$ cat src/rtl/scan_pkg.sv
// Shared definitions for the hex token scanner.
//   scan_state_e : scanner FSM state encoding
//   ERR_*        : err_rx result codes
//   CH_*         : control characters the scanner treats specially
package scan_pkg;

  typedef enum logic [2:0] {
    ST_IDLE  = 3'd0,
    ST_RAW   = 3'd1,
    ST_SKIP  = 3'd2,
    ST_DIGIT = 3'd3,
    ST_DRAIN = 3'd4,
    ST_DONE  = 3'd5
  } scan_state_e;

  localparam logic [1:0] ERR_OK       = 2'b00;
  localparam logic [1:0] ERR_EMPTY    = 2'b01;
  localparam logic [1:0] ERR_INVALID  = 2'b10;
  localparam logic [1:0] ERR_OVERFLOW = 2'b11;

  localparam logic [7:0] CH_SPACE = 8'h20;
  localparam logic [7:0] CH_CR    = 8'h0D;
  localparam logic [7:0] CH_LF    = 8'h0A;

endpackage

$ cat src/rtl/hex_ascii_decode.sv
// Combinational ASCII classifier for the scanner.
//   byte_i    : input character
//   is_hex_o  : '0'-'9', 'A'-'F' or 'a'-'f'
//   nibble_o  : value of the hex digit (don't care when is_hex_o=0)
//   is_space_o, is_cr_o, is_lf_o : 0x20, 0x0D, 0x0A respectively
module hex_ascii_decode
  import scan_pkg::*;
(
  input  logic [7:0] byte_i,
  output logic       is_hex_o,
  output logic [3:0] nibble_o,
  output logic       is_space_o,
  output logic       is_cr_o,
  output logic       is_lf_o
);

  logic is_dec;
  logic is_alpha;

  assign is_dec   = (byte_i >= 8'h30) && (byte_i <= 8'h39);
  // Upper and lower case letters share the low five bits.
  assign is_alpha = ((byte_i >= 8'h41) && (byte_i <= 8'h46)) ||
                    ((byte_i >= 8'h61) && (byte_i <= 8'h66));

  assign is_hex_o = is_dec || is_alpha;
  // 'A'/'a' have low nibble 1, so adding 9 yields 10..15.
  assign nibble_o = is_alpha ? (byte_i[3:0] + 4'd9) : byte_i[3:0];

  assign is_space_o = (byte_i == CH_SPACE);
  assign is_cr_o    = (byte_i == CH_CR);
  assign is_lf_o    = (byte_i == CH_LF);

endmodule

$ cat src/rtl/scan_hex.sv
// Scans one raw byte or one whitespace-delimited hex token from a byte
// stream and reports the value with a one-cycle ack strobe.
//   clk, rstn        : clock, synchronous active-low reset
//   d_rx/vld_rx/rdy_rx : byte stream in
//   req_rx/type_rx   : start a scan (type 0 raw byte, 1 hex token)
//   ack_rx           : result strobe, one cycle
//   flag_rx, err_rx  : error indication / code
//   din_rx           : scanned value
//   state_o          : current FSM state, for observation
// Byte handshake: a byte moves on a rising edge where vld_rx && rdy_rx;
// rdy_rx depends only on the FSM state, never on vld_rx.
module scan_hex
  import scan_pkg::*;
#(
  parameter int DATA_W     = 32,
  parameter int MAX_DIGITS = DATA_W / 4
) (
  input  logic              clk,
  input  logic              rstn,
  input  logic [7:0]        d_rx,
  input  logic              vld_rx,
  output logic              rdy_rx,
  input  logic              req_rx,
  input  logic              type_rx,
  output logic              ack_rx,
  output logic              flag_rx,
  output logic [1:0]        err_rx,
  output logic [DATA_W-1:0] din_rx,
  output scan_state_e       state_o
);

  localparam int CNT_W = $clog2(MAX_DIGITS + 1);

  scan_state_e       state_q, state_d;
  logic [DATA_W-1:0] din_q, din_d;
  logic [1:0]        err_q, err_d;
  logic [CNT_W-1:0]  cnt_q, cnt_d;
  logic              lf_pend_q, lf_pend_d;

  logic       is_hex, is_space, is_cr, is_lf;
  logic [3:0] nibble;
  logic       xfer;

  hex_ascii_decode u_dec (
    .byte_i     (d_rx),
    .is_hex_o   (is_hex),
    .nibble_o   (nibble),
    .is_space_o (is_space),
    .is_cr_o    (is_cr),
    .is_lf_o    (is_lf)
  );

  assign rdy_rx = (state_q == ST_RAW)   || (state_q == ST_SKIP) ||
                  (state_q == ST_DIGIT) || (state_q == ST_DRAIN);
  assign xfer   = vld_rx && rdy_rx;

  always_comb begin
    state_d   = state_q;
    din_d     = din_q;
    err_d     = err_q;
    cnt_d     = cnt_q;
    lf_pend_d = lf_pend_q;
    case (state_q)
      ST_IDLE: begin
        if (req_rx) begin
          din_d   = '0;
          cnt_d   = '0;
          err_d   = ERR_OK;
          state_d = type_rx ? ST_SKIP : ST_RAW;
        end
      end
      ST_RAW: begin
        if (xfer) begin
          din_d   = DATA_W'(d_rx);
          err_d   = ERR_OK;
          state_d = ST_DONE;
        end
      end
      ST_SKIP: begin
        if (xfer) begin
          // A CR arms the LF swallow; every other byte disarms it (a
          // swallowed LF consumes the pending flag).
          lf_pend_d = is_cr;
          if (is_space || is_cr) begin
            state_d = ST_SKIP;
          end else if (is_lf) begin
            if (!lf_pend_q) begin
              err_d   = ERR_EMPTY;
              state_d = ST_DONE;
            end
          end else if (is_hex) begin
            din_d   = DATA_W'(nibble);
            cnt_d   = CNT_W'(1);
            state_d = ST_DIGIT;
          end else begin
            err_d   = ERR_INVALID;
            state_d = ST_DRAIN;
          end
        end
      end
      ST_DIGIT: begin
        if (xfer) begin
          // lf_pend is always clear in this state, so an LF leaves it clear.
          lf_pend_d = is_cr;
          if (is_hex) begin
            if (cnt_q == CNT_W'(MAX_DIGITS)) begin
              err_d   = ERR_OVERFLOW;
              state_d = ST_DRAIN;
            end else begin
              din_d = {din_q[DATA_W-5:0], nibble};
              cnt_d = cnt_q + CNT_W'(1);
            end
          end else if (is_space || is_lf || is_cr) begin
            err_d   = ERR_OK;
            state_d = ST_DONE;
          end else begin
            err_d   = ERR_INVALID;
            state_d = ST_DRAIN;
          end
        end
      end
      ST_DRAIN: begin
        if (xfer) begin
          lf_pend_d = is_cr;
          if (is_lf || is_cr) state_d = ST_DONE;
        end
      end
      ST_DONE: state_d = ST_IDLE;
      default: state_d = ST_IDLE;
    endcase
  end

  always_ff @(posedge clk) begin
    if (!rstn) begin
      state_q   <= ST_IDLE;
      din_q     <= '0;
      err_q     <= ERR_OK;
      cnt_q     <= '0;
      lf_pend_q <= 1'b0;
    end else begin
      state_q   <= state_d;
      din_q     <= din_d;
      err_q     <= err_d;
      cnt_q     <= cnt_d;
      lf_pend_q <= lf_pend_d;
    end
  end

  assign ack_rx  = (state_q == ST_DONE);
  assign flag_rx = (err_q != ERR_OK);
  assign err_rx  = err_q;
  assign din_rx  = din_q;
  assign state_o = state_q;

endmodule

$ cat config.mk
export PLATFORM = sky130hd
export DESIGN_NAME = scan_hex
export DESIGN_NICKNAME = d
export VERILOG_FILES = /design/src/rtl/scan_pkg.sv /design/src/rtl/hex_ascii_decode.sv /design/src/rtl/scan_hex.sv
export SDC_FILE = /design/constraint.sdc
export NUM_CORES = 1
export LEC_CHECK = 0
export BUFFER_PORTS_ARGS = -buffer_cell sky130_fd_sc_hd__buf_2
export CAP_MARGIN = 40
export CORE_MARGIN = 2
export CORE_UTILIZATION = 47
export DETAILED_ROUTE_END_ITERATION = 8
export PLACE_DENSITY = 0.74
export SETUP_SLACK_MARGIN = 0.05
export SYNTH_ARGS = -nofsm -noshare
export SYNTH_HDL_FRONTEND = slang
export SYNTH_SLANG_ARGS = --single-unit
$ cat constraint.sdc
create_clock -name clk -period 2.6 [get_ports clk]
set_clock_uncertainty 0.05 [all_clocks]
set_input_delay 0 -clock clk [delete_from_list [all_inputs] [get_ports clk]]
set_output_delay 0 -clock clk [all_outputs]
set_load 0.005 [all_outputs]
---- Yosys cells after proc, flatten, opt, wreduce, memory -nomap -nowiden ----
Index checks and enable logic that the tools add are counted.
storage, ports and cells
  bits in registers ....................... 42
  bits in latches ......................... 0
  bits in writable memories ............... 0
  ROM bits ................................ 0
  input bits .............................. 13
  output and inout bits ................... 40
  logic and storage cells ................. 107
  memories ................................ 0
operators by class
  $add $sub $neg .......................... 2
  multipliers ............................. 0
  div/mod/pow operators ................... 0
  magnitude comparators ................... 6
  equality and inequality tests ........... 24
  shift-type cells ........................ 0
  muxes and demuxes ....................... 47
  bitwise gates (word level) .............. 0
  reductions and logical operators ........ 23
operators by type and width
  operator               count
  $mux W32               9
  $pmux W32 S4           1
  $mux W3                12
  $mux W4                9
  $mux W2                12
  $ne A2 B2 Y1 const B   10
  $reduce_and A9 Y1      2
  $eq A8 B4 Y1 const B   2
  $ge A8 B7 Y1 const B   2
  $le A8 B7 Y1 const B   2
  $pmux W3 S5            1
  $pmux W4 S3            1
  $reduce_and A10 Y1     1
  $logic_or A1 B1 Y1     9
  $eq A8 B6 Y1 const B   1
  $ge A8 B6 Y1 const B   1
  $le A8 B6 Y1 const B   1
  $pmux W2 S4            1
  $reduce_and A8 Y1      1
  $eq A3 B2 Y1 const B   2
  $eq A3 B3 Y1 const B   2
  $ne A3 B3 Y1 const B   2
  $add A4 B1 Y4 const B  1
  $add A4 B4 Y4 const B  1
  13 further kinds       16

---- Longest topological paths before layout ----
Gate-level depths: netlist (run 1).
  word-level depth ........................ 9
  gate-level depth with buffers ........... 11

---- Modules after synthesis ----
A second synthesis (run 1) with hierarchy kept.
second synthesis, totals
  cell total of the unflattened synthesis .. 273
  area total of the unflattened synthesis .. 2313.5 µm²
by module, submodules not included
  module            instances  cells an instance  area an instance (µm²)  sequential area each (µm²)
  scan_hex          1          245                2077.0                  840.8
  hex_ascii_decode  1          28                 236.5                   0.0

---- Least setup slack after synthesis (run 1) ----
OpenSTA, ideal clock, no wires.
  path type ............................... register to register
  start ................................... register state_q[1] (netlist: state_o[1])
  end ..................................... register din_q[15] (netlist: din_rx[15])
  arrival ................................. 1607 ps
  required time ........................... 2418 ps
  slack ................................... 811 ps
  cell stages (with the launch flop) ...... 9
  buffers on the path ..................... 2
  clock period less this slack ............ 1789 ps
  cells stage by stage .................... dfxtp_1 -> clkinv_1 -> a2111oi_4 -> nor3_2 -> o211a_1 -> buf_6 -> buf_6 -> nand3_1 -> a21oi_1
on the way
  word-level cells in the longest chain between the ends .. 7
  elaborated cells on any way between the ends .. 21
  those cells by class .................... eq/ne: 13; mux: 1; reduce/logical: 7
RTL lines
  item                                                 RTL line                        text
  start, declared                                      scan_hex.sv:34                  scan_state_e state_q, state_d;
  start signal, assigned                               scan_hex.sv:141                 state_q <= state_d;
  $eq A3 B1 Y1 / $eq A3 B2 Y1 (equally long branches)  scan_hex.sv:53, scan_hex.sv:63
  $logic_or A1 B1 Y1 (2 in series)                     scan_hex.sv:53                  assign rdy_rx = (state_q == ST_RAW) || (state_q == ST_SKIP) ||
  $logic_or A1 B1 Y1                                   scan_hex.sv:54                  (state_q == ST_DIGIT) || (state_q == ST_DRAIN);
  $logic_and A1 B1 Y1                                  scan_hex.sv:55                  assign xfer = vld_rx && rdy_rx;
  $ne A2 B2 Y1 (no source line)                        --
  $reduce_and A10 Y1 (no source line)                  --
  end signal, assigned                                 scan_hex.sv:142                 din_q <= din_d;
  end, declared                                        scan_hex.sv:35                  logic [DATA_W-1:0] din_q, din_d;
Parallel ways exist; a longest one is shown, timed or not.
A chain may end at the register's enable or synchronous reset.

---- Final worst setup path (run 1) ----
  start ................................... register state_q[1] (netlist: state_o[1])
  end ..................................... register din_q[25] (netlist: din_rx[25])
The elaborated chain is that of the path after synthesis.

==> results.yml, run 1 <==
outcome:
  status: "finished clean"
clocking:
  cts_tree: "done"
  post_cts_buffers: 0
  clockRootBuffer: "clkbuf_8"
  cts_buffer_depth: 2
  cts.clk_slew.worst_paths_ns: 0.09
  insertion_delay_ns: 0.30
  cts_buffers: 5
  cts.sinks: 42
  cts.htree.levels: 2
timing:
  hold_viol: 0
  slew_viol_final: 0
  fmax_mhz: 506
  slew_headroom_pct: 44.5
  rsz0062_at_grt: "no"
  worst_pin_slew_ns: 0.831
  final.setup.tns_ns: 0
  post-route-period-util_pct: 76.1
  finalCriticalPeriod_ns: 1.98
  setup-violations-final: 0
synthesis:
  syn-num-nets: 303
  ys.flop_type: "dfxtp_1"
  async_reset_ff_share_pct: 0
  ys_seq_area_share_pct: 36.8
  synth_cell_types: 52
  synth_area_sq_mm: 0.00229
  synth_seq_cells: 42
  ys_warn_count: 0
  synth_edf_count: 0
  avgSynthCellArea_sq_um: 8.05
  synth_top_area_cell: "dfxtp_1"
  yosys-top-cells-area: "dfxtp_1 37%, a21oi_1 8.8%, nand2_1 6.7%"
  synth_top_area_share_pct: 36.8
  syn_inst: 284
power:
  peakVddDrop_uv: 358
  powerDensity_mw_per_mm2: 646
  share_clk_of_total_power_pct: 25.3
  p_int_uw: 1090
  p_sw_share_pct: 37.7
  cellLeakagePower_uw: 0.00110
  seq_power_share_pct: 40.3
  p_comb_share_pct: 34.4
  p_sw_uw: 657
detailed_routing:
  wl_met2_um: 2430
  wl_met1_um: 2510
  wl_per_cell_um: 13.7
  drc: 0
  ant_nets: 0
  met3_wirelength_um: 341
  drtIter0Drc: 202
  drt-total-wl_um: 5340
  top_layer_used: "met4"
  vias: 2218
  vias_per_cell: 5.70
  drt_first_pass_iters: 5
placed_design:
  gp_congestion: 0.883
  hpwl_um: 3680
  port_buffers: 52
global_routing:
  grt_pass1_vias: 1841
  grt_max_degree: 30
  grt-ovfl-total: 0
  grtUsageTotal_pct: 20.1
  grt_pass1_wl_um: 8800
  antenna_found_initial: 0
critical_path:
  cp.arrival_ns: 2.16
  endpoint_kind: "flop"
  reg2reg_to: "din_rx[25]$_SDFFE_PN0P_"
  critical_path.cell_chain: "clkinv_1 > a2111oi_4 > nor3_2 > o211ai_2 > buf_4 > nand2_1 > a21oi_1"
  regToRegStartpoint: "state_o[1]$_SDFFE_PN0P_"
  cp-start-kind: "flop"
  crit_slowest_cell: "a2111oi_4"
  crit_required_ns: 2.78
  critPathKind: "reg2reg"
  slowest_delay_ns: 0.37
  reg2reg_slack_ns: 0.62
  ff2ff_path_depth: 7
  worstPathMaxFanout: 26
layout:
  fin_util_pct: 57.5
  final_nets: 353
  n_antenna_cell: 0
  layout-drive-gt1-share_pct: 24.8
  areaGrowthSynthToFinish_pct: 18.1
hold_path:
  whs_endpoint: "din_rx[3]$_SDFFE_PN0P_"
  timing.hold.worst.start: "d_rx[3]"
  min_path_cells: 3
  hold_path.class: "in2reg"
die:
  core_area_sq_mm: 0.00469
  io_pins: 53
  die_w_um: 73.7
  row_count: 25
  dieArea_sq_mm: 0.00544
  fp.dieH_um: 73.7
  start_util_pct: 48.7
flow_run:
  drv_cap: 0
-- worst max-delay path: cells and delay by family, from the launching register on --
kind	cells	cell delay (ns)
AND/OR/NAND/NOR	2	0.21
AO/OA/AOI/OAI	3	0.68
flip-flops	1	0.34
buffers and inverters	2	0.62
-- power by group through the flow --
stage	registers, uW	clock network, uW	logic, uW
3_3_place_gp	716	0	584
6_report	703	442	601
5_1_grt	708	471	663
2_1_floorplan	722	0	429
3_5_place_dp	716	0	585
4_1_cts	702	451	593
-- logic make-up (layout without fill, tap and decap cells) --
family / after synthesis / in the layout / synth area share, %
AOI/OAI and AO/OA: 77 / 77 / 22.5
adders and majority gates: 6 / 6 / 3.28
buffers and inverters: 29 / 80 / 6.35
DFF: 42 / 42 / 36.8
muxes: 8 / 8 / 3.56
and+or+nand+nor: 122 / 122 / 27.5
-- layout make-up --
type | instances | area (sq um)
clock buffers | 5 | 68.8
clock inverters | 3 | 23.8
fillers | 414 | 1990
inverters | 9 | 33.8
multi-input cells | 213 | 1300
flip-flops and latches | 42 | 841
well taps | 54 | 67.6
repair buffers | 63 | 363
-- registers in the layout, indices dropped and copies added, names as in the netlist --
signal and count:
din_rx 32, cnt_q 4, state_o 3, err_rx 2, lf_pend_q 1
-- through the flow --
stage | hold slack [ns] | std cells | area (sq um) | total power (uW) | setup WS [ns]
after detailed placement | 0.279 | 378 | 2580 | 1300 | 0.377
after floorplan | 0.138 | 284 | 2290 | 1150 | 0.811
after global placement | 0.277 | 378 | 2580 | 1300 | 0.477
final | 0.0188 | 389 | 2700 | 1750 | 0.622
after global routing | 0.0316 | 389 | 2700 | 1840 | 0.440
after CTS | 0.00677 | 389 | 2700 | 1750 | 0.616
-- routing by layer --
layer / vias up / track usage (%)
met1: 1014 / 29.6
li1: 1114 / -
met4: 0 / 5.25
met5: - / 0
met2: 82 / 30.3
met3: 8 / 3.16
-- how the worst max path moves through the flow --
stage                                        from                      end  slack [ns]
after floorplan           state_o[1]$_SDFFE_PN0P_  din_rx[15]$_SDFFE_PN0P_        0.81
after global placement                    d_rx[0]   din_rx[9]$_SDFFE_PN0P_        0.48
after detailed placement                  d_rx[0]  din_rx[25]$_SDFFE_PN0P_        0.38
after CTS                 state_o[1]$_SDFFE_PN0P_   din_rx[6]$_SDFFE_PN0P_        0.62
after global routing      state_o[1]$_SDFFE_PN0P_  din_rx[14]$_SDFFE_PN0P_        0.44
final                     state_o[1]$_SDFFE_PN0P_  din_rx[25]$_SDFFE_PN0P_        0.62
-- synthesized netlist by cell type, drive strengths merged (2+ instances only) --
master,number
o22ai,2
or3,5
a211oi,2
nor3b,3
a221oi,2
nand4bb,2
mux2i,7
a21oi,40
o211ai,6
o211a,2
nand2b,6
o41ai,2
inv,8
nand3,27
nand3b,2
ha,6
clkbuf,11
nand4b,2
nor3,4
or2,4
a31oi,2
nand2,41
buf,9
and2,2
nor2,18
o21ai,10
dfxtp,42
nor4b,2
-- repair_timing --
| action | CTS | global route |
|---|---|---|
| hold buffers | 3 | 0 |
| resized for setup | 0 | 0 |
| endpoints found under the hold margin | 4 | 0 |
-- cell usage in the layout, fill, tap and decap left out, types with 4 or more instances in the layout --
| master | n |
|---|---|
| nor2_1 | 17 |
| clkbuf_8 | 5 |
| or3_1 | 4 |
| ha_1 | 6 |
| inv_1 | 8 |
| buf_2 | 52 |
| dfxtp_1 | 42 |
| nand2b_1 | 5 |
| a21oi_1 | 40 |
| mux2i_1 | 7 |
| nand2_1 | 41 |
| o21ai_0 | 10 |
| nand3_1 | 27 |
| buf_4 | 7 |
| o211ai_1 | 4 |
(Power assumes the default switching activity.)
==> inputs of run 2 (changes only) <==
Clock period 2.6 ns to 1.85 ns, I/O delays scaled along.
==> results.yml, run 2 (synthesis results as in run 1) <==
outcome:
  status: "finished clean"
critical_path:
  critPathKind: "reg2reg"
  endpoint_kind: "flop"
  critical_path.cell_chain: "inv_1 > ha_2 > nand3b_1 > nand2_1 > a22oi_2 > o211ai_2 > buf_4 > or2_4 > o41ai_4"
  cp-start-kind: "flop"
  crit_required_ns: 2.01
  crit_family: "simple AND/OR/NAND/NOR gates"
  worstPathMaxFanout: 5
  path_buf_inv: 2
  cp.arrival_ns: 1.90
  slowest_delay_ns: 0.33
  crit_slowest_cell: "dfxtp_2"
detailed_routing:
  wl_per_cell_um: 14.8
  ant_nets: 0
  vias: 2381
  drtIter0Drc: 162
  drt_first_pass_iters: 4
  drt-total-wl_um: 6190
  drc: 0
  vias_per_cell: 5.70
global_routing:
  grt_pass1_wl_um: 9490
  grt-ovfl-total: 0
  antenna_found_initial: 0
  grtUsageTotal_pct: 22.0
  grt_max_degree: 39
  grt_pass1_vias: 2052
power:
  peakVddDrop_uv: 503
  p_total_uw: 2760
  seq_power_share_pct: 36.4
  share_clk_of_total_power_pct: 21.3
  p_int_uw: 1750
  powerDensity_mw_per_mm2: 899
  p_sw_uw: 1010
  cellLeakagePower_uw: 0.00128
  p_sw_share_pct: 36.5
  p_comb_share_pct: 42.3
die:
  row_count: 25
  core_area_sq_mm: 0.00469
  fp.dieH_um: 73.7
  start_util_pct: 48.7
  dieArea_sq_mm: 0.00544
  die_w_um: 73.7
  io_pins: 53
layout:
  layout_common_cells: "52 x buf_2, 41 x nand2_1, 39 x a21oi_1"
  final_common_cell: "buf_2"
  layout-drive-gt1-share_pct: 36.0
  n_antenna_cell: 0
  largest_reg_flops: 32
  finish.instance_area_sq_mm: 0.00307
  areaGrowthSynthToFinish_pct: 34.4
  fin_util_pct: 65.5
  final_nets: 382
  fillers: 407
placed_design:
  hpwl_um: 4060
  gp_congestion: 0.899
  port_buffers: 52
  place_area_sq_mm: 0.00276
timing:
  finalCriticalPeriod_ns: 1.74
  whs_ns: 0.0768
  slew_viol_final: 0
  hold_viol: 0
  setup-violations-final: 0
  worst_pin_slew_ns: 0.456
  post-route-period-util_pct: 94.1
  rsz0062_at_grt: "yes"
  fmax_mhz: 574
  slew_headroom_pct: 69.6
clocking:
  insertion_delay_ns: 0.30
  cts.sinks: 42
  clockRootBuffer: "clkbuf_8"
  cts.htree.levels: 2
  cts_tree: "done"
  cts_buffer_depth: 2
  cts.clk_slew.worst_paths_ns: 0.08
  cts_buffers: 5
flow_run:
  drv_cap: 0
hold_path:
  hold_path.class: "in2reg"
run 2: changes by cell type in the layout (fill, tap and decap cells not counted), sizes merged:
cell,change
dlygate4sd3,+2
clkbuf,+2
o211ai,+1
clkinv,+1
buf,+25
clkinvlp,-2
run 2: stage by stage:
step | setup TNS (ns) | instances | setup WS (ns)
detailed placement | -3.61 | 401 | -0.142
floorplan | 0 | 284 | 0.0608
global route | -0.0110 | 418 | -0.0110
finish | 0 | 418 | 0.109
global placement | -1.95 | 401 | -0.0693
CTS | 0 | 415 | 0.0136
run 2: tightest hold or removal path, cell delays in order:
cell	delay (ns)
buf_2	0.16
nand4_1	0.09
o21a_1	0.11
nor2_1	0.03
run 2: power by group through the flow:
stage | registers (uW) | clock network, uW | logic, uW
floorplan | 1020 | 0 | 603
global placement | 1020 | 0 | 947
detailed placement | 1010 | 0 | 952
CTS | 994 | 605 | 989
global route | 1010 | 649 | 1250
finish | 1010 | 588 | 1170
run 2: worst paths after layout:
kind | start | end | depth (start not counted) | slack (ns)
min | d_rx[2] | lf_pend_q$_SDFFE_PN0P_ | 4 | 0.08
max | cnt_q[1]$_SDFFE_PN0P_ | cnt_q[3]$_SDFFE_PN0P_ | 9 | 0.11
min reg2reg | din_rx[30]$_SDFFE_PN0P_ | din_rx[30]$_SDFFE_PN0P_ | 2 | 0.40
max reg2reg | cnt_q[1]$_SDFFE_PN0P_ | cnt_q[3]$_SDFFE_PN0P_ | 9 | 0.11
run 2: layer usage:
metal,track usage [%],wire length (um),up-vias
met5,0,0,-
met4,7.27,105,0
met3,4.80,396,12
met2,35.7,3070,96
met1,29.0,2620,1107
li1,-,-,1166
run 2: timing repair:
item,in CTS,in global routing
hold buffers,5,0
endpoints found under the hold margin,3,0
buffers inserted,1,1
resized for setup,3,27
pin swaps,2,7
setup endpoints to repair,6,40
gates cloned,0,2
run 2: area by class of cell:
| class | count | area (sq um) | share of cell area [%] |
|---|---|---|---|
| clock buffer | 6 | 72.6 | 2.36 |
| clock inverter | 2 | 13.8 | 0.448 |
| inverter | 9 | 33.8 | 1.10 |
| multi-input combinational | 214 | 1420 | 46.2 |
| sequential | 42 | 846 | 27.5 |
| tap | 54 | 67.6 | 2.20 |
| timing repair buffer | 91 | 619 | 20.2 |
